**src/rtl/ps2_key_pkg.sv**
```systemverilog
// Shared constants and FSM state encoding for the PS/2 key controller.
// Optional E0 (extended key) support is enabled by defining PS2_KEY_EXT_KEY_EN.
package ps2_key_pkg;

    localparam logic [7:0] BRK_CODE = 8'hF0;
    localparam logic [7:0] EXT_CODE = 8'hE0;

    typedef enum logic [1:0] {
        S_IDLE = 2'd0,
        S_POP  = 2'd1,
        S_GAP  = 2'd2
    } fetch_state_t;

endpackage

```
**src/rtl/ps2_byte_fetch.sv**
```systemverilog
// FIFO pop handshake: latch the head byte, strobe nextdata_n low for one cycle,
// then wait POP_GAP cycles before looking at ps2_ready again.
module ps2_byte_fetch
    import ps2_key_pkg::*;
#(
    parameter int POP_GAP = 1
) (
    input  logic       clk,
    input  logic       clrn,
    input  logic [7:0] ps2_data,
    input  logic       ps2_ready,
    output logic       nextdata_n,
    output logic [7:0] byte_r,
    output logic       byte_stb
);

    localparam int GAP_W = (POP_GAP < 2) ? 1 : $clog2(POP_GAP + 1);

    fetch_state_t     r_state;
    fetch_state_t     w_state_next;
    logic [GAP_W-1:0] r_gap_cnt;
    logic             w_gap_last;

    assign w_gap_last = (r_gap_cnt == GAP_W'(POP_GAP - 1));

    always_ff @(posedge clk) begin
        if (!clrn) begin
            r_state   <= S_IDLE;
            r_gap_cnt <= '0;
            byte_r    <= 8'h00;
        end else begin
            r_state <= w_state_next;
            if (r_state == S_IDLE && ps2_ready)
                byte_r <= ps2_data;
            // Counter only runs while in S_GAP so every gap starts from zero.
            if (r_state == S_GAP)
                r_gap_cnt <= r_gap_cnt + GAP_W'(1);
            else
                r_gap_cnt <= '0;
        end
    end

    always_comb begin
        w_state_next = r_state;
        nextdata_n   = 1'b1;
        byte_stb     = 1'b0;
        case (r_state)
            S_IDLE: if (ps2_ready) w_state_next = S_POP;
            S_POP: begin
                nextdata_n   = 1'b0;
                byte_stb     = 1'b1;
                w_state_next = S_GAP;
            end
            S_GAP:   if (w_gap_last) w_state_next = S_IDLE;
            default: w_state_next = S_IDLE;
        endcase
    end

endmodule

```
**src/rtl/ps2_key_ctrl.sv**
```systemverilog
// PS/2 scan-byte decoder: tracks the currently held key, counts distinct presses.
// Define PS2_KEY_EXT_KEY_EN to track E0-prefixed keys separately (key_ext live).
module ps2_key_ctrl
    import ps2_key_pkg::*;
#(
    parameter int CNT_W   = 8,
    parameter int POP_GAP = 1
) (
    input  logic             clk,
    input  logic             clrn,
    input  logic [7:0]       ps2_data,
    input  logic             ps2_ready,
    input  logic             ps2_overflow,
    output logic             nextdata_n,
    output logic             key_valid,
    output logic [7:0]       key_code,
    output logic             key_ext,
    output logic [CNT_W-1:0] press_cnt,
    output logic             ovf_flag
);

    logic [7:0]       w_byte;
    logic             w_byte_stb;
    logic             w_same_key;
    logic             r_brk_pend;
    logic             r_key_valid;
    logic [7:0]       r_key_code;
    logic [CNT_W-1:0] r_press_cnt;
    logic             r_ovf;

    ps2_byte_fetch #(
        .POP_GAP (POP_GAP)
    ) u_fetch (
        .clk        (clk),
        .clrn       (clrn),
        .ps2_data   (ps2_data),
        .ps2_ready  (ps2_ready),
        .nextdata_n (nextdata_n),
        .byte_r     (w_byte),
        .byte_stb   (w_byte_stb)
    );

`ifdef PS2_KEY_EXT_KEY_EN
    logic r_ext_pend;
    logic r_key_ext;

    assign w_same_key = r_key_valid && (w_byte == r_key_code) && (r_ext_pend == r_key_ext);
    assign key_ext    = r_key_ext;
`else
    assign w_same_key = r_key_valid && (w_byte == r_key_code);
    assign key_ext    = 1'b0;
`endif

    always_ff @(posedge clk) begin
        if (!clrn) begin
            r_brk_pend  <= 1'b0;
            r_key_valid <= 1'b0;
            r_key_code  <= 8'h00;
            r_press_cnt <= '0;
            r_ovf       <= 1'b0;
`ifdef PS2_KEY_EXT_KEY_EN
            r_ext_pend  <= 1'b0;
            r_key_ext   <= 1'b0;
`endif
        end else begin
            if (ps2_overflow)
                r_ovf <= 1'b1;
            if (w_byte_stb) begin
                if (w_byte == BRK_CODE) begin
                    r_brk_pend <= 1'b1;
                end else if (w_byte == EXT_CODE) begin
`ifdef PS2_KEY_EXT_KEY_EN
                    r_ext_pend <= 1'b1;
`endif
                end else begin
                    r_brk_pend <= 1'b0;
`ifdef PS2_KEY_EXT_KEY_EN
                    r_ext_pend <= 1'b0;
`endif
                    // Releases of keys other than the held one are dropped.
                    if (r_brk_pend) begin
                        if (w_same_key)
                            r_key_valid <= 1'b0;
                    end else if (!w_same_key) begin
                        r_key_valid <= 1'b1;
                        r_key_code  <= w_byte;
                        r_press_cnt <= r_press_cnt + CNT_W'(1);
`ifdef PS2_KEY_EXT_KEY_EN
                        r_key_ext   <= r_ext_pend;
`endif
                    end
                end
            end
        end
    end

    assign key_valid = r_key_valid;
    assign key_code  = r_key_code;
    assign press_cnt = r_press_cnt;
    assign ovf_flag  = r_ovf;

endmodule

```
**config.mk**
```make
export PLATFORM = sky130hd
export DESIGN_NAME = ps2_key_ctrl
export DESIGN_NICKNAME = d
export VERILOG_FILES = /design/src/rtl/ps2_key_pkg.sv /design/src/rtl/ps2_byte_fetch.sv /design/src/rtl/ps2_key_ctrl.sv
export SDC_FILE = /design/constraint.sdc
export NUM_CORES = 1
export LEC_CHECK = 0
export CAP_MARGIN = 0
export CORE_ASPECT_RATIO = 1.4
export CORE_MARGIN = 8
export CORE_UTILIZATION = 52
export DETAILED_ROUTE_END_ITERATION = 16
export MAX_ROUTING_LAYER = met4
export PLACE_DENSITY = 0.83
export SLEW_MARGIN = 10
export SYNTH_ARGS = -nofsm -noshare
export SYNTH_HDL_FRONTEND = slang
export SYNTH_HIERARCHICAL = 1
export SYNTH_SLANG_ARGS = --single-unit
```
**constraint.sdc**
```tcl
create_clock -name clk -period 4.25 [get_ports clk]
set_input_delay 0.6375 -clock clk [delete_from_list [all_inputs] [get_ports clk]]
set_output_delay 0.6375 -clock clk [all_outputs]
set_load 0.1 [all_outputs]
```
## Word level (Yosys, flattened, before mapping)

Index checks and enable logic that the tools add are counted.

| word-level totals | value |
|---|---|
| register bits | 30 |
| bits in latches | 0 |
| RAM bits | 0 |
| bits in read-only memories | 0 |
| input bits | 12 |
| output and inout bits | 20 |
| memories | 0 |

| cells by class | value |
|---|---|
| add/sub/neg operators | 2 |
| multiply operators | 0 |
| divide/modulo/power cells | 0 |
| order comparisons | 0 |
| equal/unequal tests | 10 |
| shift operators | 0 |
| multiplexer cells | 10 |
| bitwise logic cells | 4 |
| reductions and logical operators | 8 |

Operators by type and width:

| cell | count |
|---|---|
| 8-bit == test, second input constant | 2 |
| 5-bit AND reduction | 2 |
| 8-bit by 1-bit adder with 8-bit output, second input constant | 1 |
| 8-bit == test | 1 |
| 2-bit inequality test, second input constant | 4 |
| 1-bit 2-to-1 mux | 7 |
| 2-bit case mux with 3 select lines | 1 |
| 2-bit AND reduction | 3 |
| 2-bit 2-to-1 mux | 2 |
| 1-bit NOT | 4 |
| 2-bit by 1-bit == test with 1-bit output, second input constant | 1 |
| 2-bit == test, second input constant | 1 |
| 1-bit logical AND | 2 |
| 2-bit zero test | 1 |
| 2-bit by 1-bit inequality test with 1-bit output, second input constant | 1 |
| 1-bit adder, second input constant | 1 |

## Logic depth before layout (Yosys ltp)

| depth | value |
|---|---|
| depth after elaboration | 4 |
| mapped depth | 9 |

## Modules after synthesis

Netlist, hierarchy kept.

Modules (own cells, without submodules):

| module | instances | cells an instance | area an instance (um^2) | seq. area each (um^2) |
|---|---|---|---|---|
| ps2_key_ctrl | 1 | 107 | 895.9 | 380.4 |
| ps2_byte_fetch | 1 | 45 | 449.2 | 220.2 |

## Least setup slack after synthesis

OpenSTA, ideal clock, no wires.

| timing | value |
|---|---|
| path kind | register to register |
| start point | reg r_key_code[1] (netlist: key_code[1]) |
| end point | reg r_press_cnt[3] (netlist: press_cnt[3]) |
| setup time | 71 ps |
| arrival | 2,380 ps |
| data required time | 4,179 ps |
| path slack | 1,799 ps |
| cell stages (with the launch flop) | 10 |
| buffers on the path | 1 |
| clock period less this slack | 2,451 ps |
| path through | dfxtp_1 -> xor2_1 -> nor4_1 -> nand4_1 -> ha_1 -> nand2_1 -> a21o_1 -> buf_4 -> o21ai_0 -> a21oi_1 |

| between the ends | value |
|---|---|
| word-level cells in the longest chain between the ends | 4 |

Ends and longest elaborated chain:

| what | RTL line | text |
|---|---|---|
| from (decl) | ps2_key_ctrl.sv:27 | `logic [7:0] r_key_code;` |
| from (signal assigned) | ps2_key_ctrl.sv:86 | `r_key_code <= w_byte;` |
| 8-bit == test | ps2_key_ctrl.sv:50 | `assign w_same_key = r_key_valid && (w_byte == r_key_code);` |
| 1-bit logical AND | ps2_key_ctrl.sv:50 |  |
| 1-bit NOT (no source line) | n/a |  |
| 5-bit AND reduction (no source line) | n/a |  |
| to (signal assigned) | ps2_key_ctrl.sv:87 | `r_press_cnt <= r_press_cnt + CNT_W'(1);` |
| to (decl) | ps2_key_ctrl.sv:28 | `logic [CNT_W-1:0] r_press_cnt;` |

Every way passes these cells.
A chain may end at the register's enable or synchronous reset.

## Worst setup path after layout

| timing | value |
|---|---|
| start point | reg u_fetch.r_state[1] |
| end point | out nextdata_n |

| between the ends | value |
|---|---|
| word-level cells in the longest chain between the ends | 2 |

Ends and longest elaborated chain:

| what | RTL line | text |
|---|---|---|
| from (decl) | ps2_byte_fetch.sv:19 | `fetch_state_t r_state;` |
| from (signal assigned) | ps2_byte_fetch.sv:32 | `r_state <= w_state_next;` |
| 2-bit by 1-bit == test with 1-bit output | ps2_byte_fetch.sv:47 | `case (r_state)` |
| 1-bit 2-to-1 mux | ps2_byte_fetch.sv:47 |  |
| to (decl) | ps2_key_ctrl.sv:14 | `output logic nextdata_n,` |

Every way passes these cells.

==> impl_metrics.env <==
export IMPL_diodes=0
export IMPL_clock_sinks=30
export IMPL_dpl_cell_area_um2=1640
export IMPL_fin_crit_ns=2.72
export IMPL_ir_drop_mv=0.350
export IMPL_port_buffers=30
export IMPL_gp_congestion=0.829
export IMPL_yosys_warnings=6
export IMPL_path_clk_slew_ns=0.10
export IMPL_final_common_cell="nand2_1"
export IMPL_start_util_pct=53.1
export IMPL_hold_violations=0
export IMPL_slew_violations=0
export IMPL_cts_tree="built"
export IMPL_avgViaCountPerCell=5.27
export IMPL_hp_class="register to register"
export IMPL_async_reset_ff_share_pct=0
export IMPL_synthCells=152
export IMPL_dp_cells=211
export IMPL_ys_seq_elements=30
export IMPL_ys_seq_area_share_pct=44.7
export IMPL_critical_path_required_ns=3.61
export IMPL_clock_latency_ns=0.35
export IMPL_power_density_nw_per_um2=348
export IMPL_grt_use_total_pct=15.4
export IMPL_cts_buffer_depth=2
export IMPL_critPathCaptureType="primary output"
export IMPL_final_cells=219
export IMPL_ios=32
export IMPL_grt_max_degree=23
export IMPL_syn_nets=166
export IMPL_p_leak_nw=0.647
export IMPL_setup_tns_ns=0
export IMPL_rsz0062_at_grt="false"
export IMPL_drive_gt1_share_pct=7.10
export IMPL_place_ws_ns=1.64
export IMPL_cp_arrival_ns=2.09
export IMPL_grt_pass1_wl_mm=5.31
export IMPL_synth_edf_count=0
export IMPL_stdcell_area_um2=1700
export IMPL_setup_violations=0
export IMPL_synth_area_um2=1350
export IMPL_grt_pass1_vias=1146
export IMPL_critPathLaunchType="register"
export IMPL_antenna_found_initial=0
export IMPL_tightest_slew_ns=0.982
export IMPL_post_cts_buffers=0
export IMPL_hold_buffers=0
export IMPL_fmax_mhz=367
export IMPL_drt_iter0_markers=41
export IMPL_dieArea_um2=4490
export IMPL_nets=196
export IMPL_layout_common_cells="38 x nand2_1, 30 x clkdlybuf4s50_1, 30 x dfxtp_1"
export IMPL_syn_area_per_cell_um2=8.85
export IMPL_cts_root_buf="clkbuf_4"
export IMPL_die_h_um=76.2
export IMPL_vias=1155
export IMPL_clock_skew_final_ns=0.00970
export IMPL_ys_types=35
export IMPL_cap_violations=0
export IMPL_whs_ns=0.478
export IMPL_total_power_mw=0.593
export IMPL_cts_resized=0
export IMPL_detail_route_antenna_nets=0
export IMPL_core_area_um2=2530
export IMPL_wl_per_cell_um=13.8
export IMPL_layout_setup_ws_ns=1.53
export IMPL_crit_path_max_fanout=5
export IMPL_status="completed"
export IMPL_drc=0
export IMPL_die_w_um=59.0
export IMPL_first_pass_iters=4
export IMPL_routed_wl_mm=3.01
export IMPL_period_share_pct=64.1
export IMPL_rows=22
export IMPL_place_hpwl_mm=2.26
export IMPL_syn_to_final_growth_pct=26.7
export IMPL_path_class="register to primary output"
export IMPL_h_tree_depth=2
export IMPL_overflow=0
export IMPL_synth_main_ff_cell="dfxtp_1"
export IMPL_final_core_util_pct=67.3
export IMPL_cts_buffers=5
export IMPL_timing_slew_headroom_pct=34.3
[worst max-delay path, stage by stage, from the launching register on]
cell and delay [ns]:
dfxtp_1 0.41, nand2b_1 0.18, clkdlybuf4s50_1 1.15
[final cells by class]
type                            count  area, um^2
Timing Repair Buffer               30         300
Clock inverter                      2        12.5
Fill cell                         227         828
Clock buffer                        6        51.3
Multi-Input combinational cell    111         679
Tap cell                           36        45.0
Sequential cell                    30         601
Inverter                            4        15.0
[power breakdown]
part | switching, mW | total (mW) | internal, mW
Sequential | 0.0132 | 0.305 | 0.292
Clock | 0.103 | 0.182 | 0.0793
Combinational | 0.0700 | 0.106 | 0.0355
[final timing paths]
check / from / end / slack (ns) / depth (start not counted)
max: u_fetch/r_state[1]$_SDFFE_PN0P_ / nextdata_n / 1.53 / 2
min: ovf_flag$_SDFFE_PN0P_ / ovf_flag$_SDFFE_PN0P_ / 0.48 / 2
max reg2reg: u_fetch/byte_r[7]$_SDFFE_PN0P_ / press_cnt[6]$_SDFFE_PN0P_ / 1.97 / 8
min reg2reg: ovf_flag$_SDFFE_PN0P_ / ovf_flag$_SDFFE_PN0P_ / 0.48 / 2
[Yosys cell counts (all sizes together), types with 2 or more instances]
cell type / instances / area, um^2
nand2: 38 / 143
dfxtp: 30 / 601
a21oi: 15 / 75.1
mux2i: 9 / 90.1
xor2: 7 / 61.3
buf: 6 / 46.3
nor2: 6 / 22.5
xnor2: 4 / 35.0
inv: 3 / 11.3
nand3: 3 / 15.0
a211oi: 2 / 15.0
and4bb: 2 / 25.0
ha: 2 / 25.0
nand2b: 2 / 12.5
nand4: 2 / 12.5
nor3b: 2 / 20.0
o21ai: 2 / 10.0
o31ai: 2 / 15.0
or3: 2 / 12.5
or4: 2 / 15.0
[per-layer routing]
metal	up-vias	global-route usage, %	share of wire [%]
met5	-	-	0
met1	539	15.3	40
met4	0	7.69	2.1
met3	7	6.93	7.2
li1	573	-	-
met2	36	24.6	50
[kinds of logic (layout without fill, tap and decap cells)]
kind of cell	Yosys count	in the layout	share of synthesized area [%]
AOI/OAI and AO/OA	24	24	10.4
adders and majority gates	2	2	1.86
other	1	1	0.279
buffers and inverters	11	42	4.84
DFF	30	30	44.7
xor gates and xnor gates	11	11	7.16
muxes	9	9	6.70
and+or+nand+nor	64	64	24.1
[sequential cells by signal, summed over array words and instances (netlist names)]
| name | count |
|---|---|
| r_brk_pend | 1 |
| key_code | 8 |
| key_valid | 1 |
| u_fetch/r_state | 2 |
| u_fetch/r_gap_cnt | 1 |
| ovf_flag | 1 |
| u_fetch/byte_r | 8 |
| press_cnt | 8 |
(Power assumes the default switching activity.)
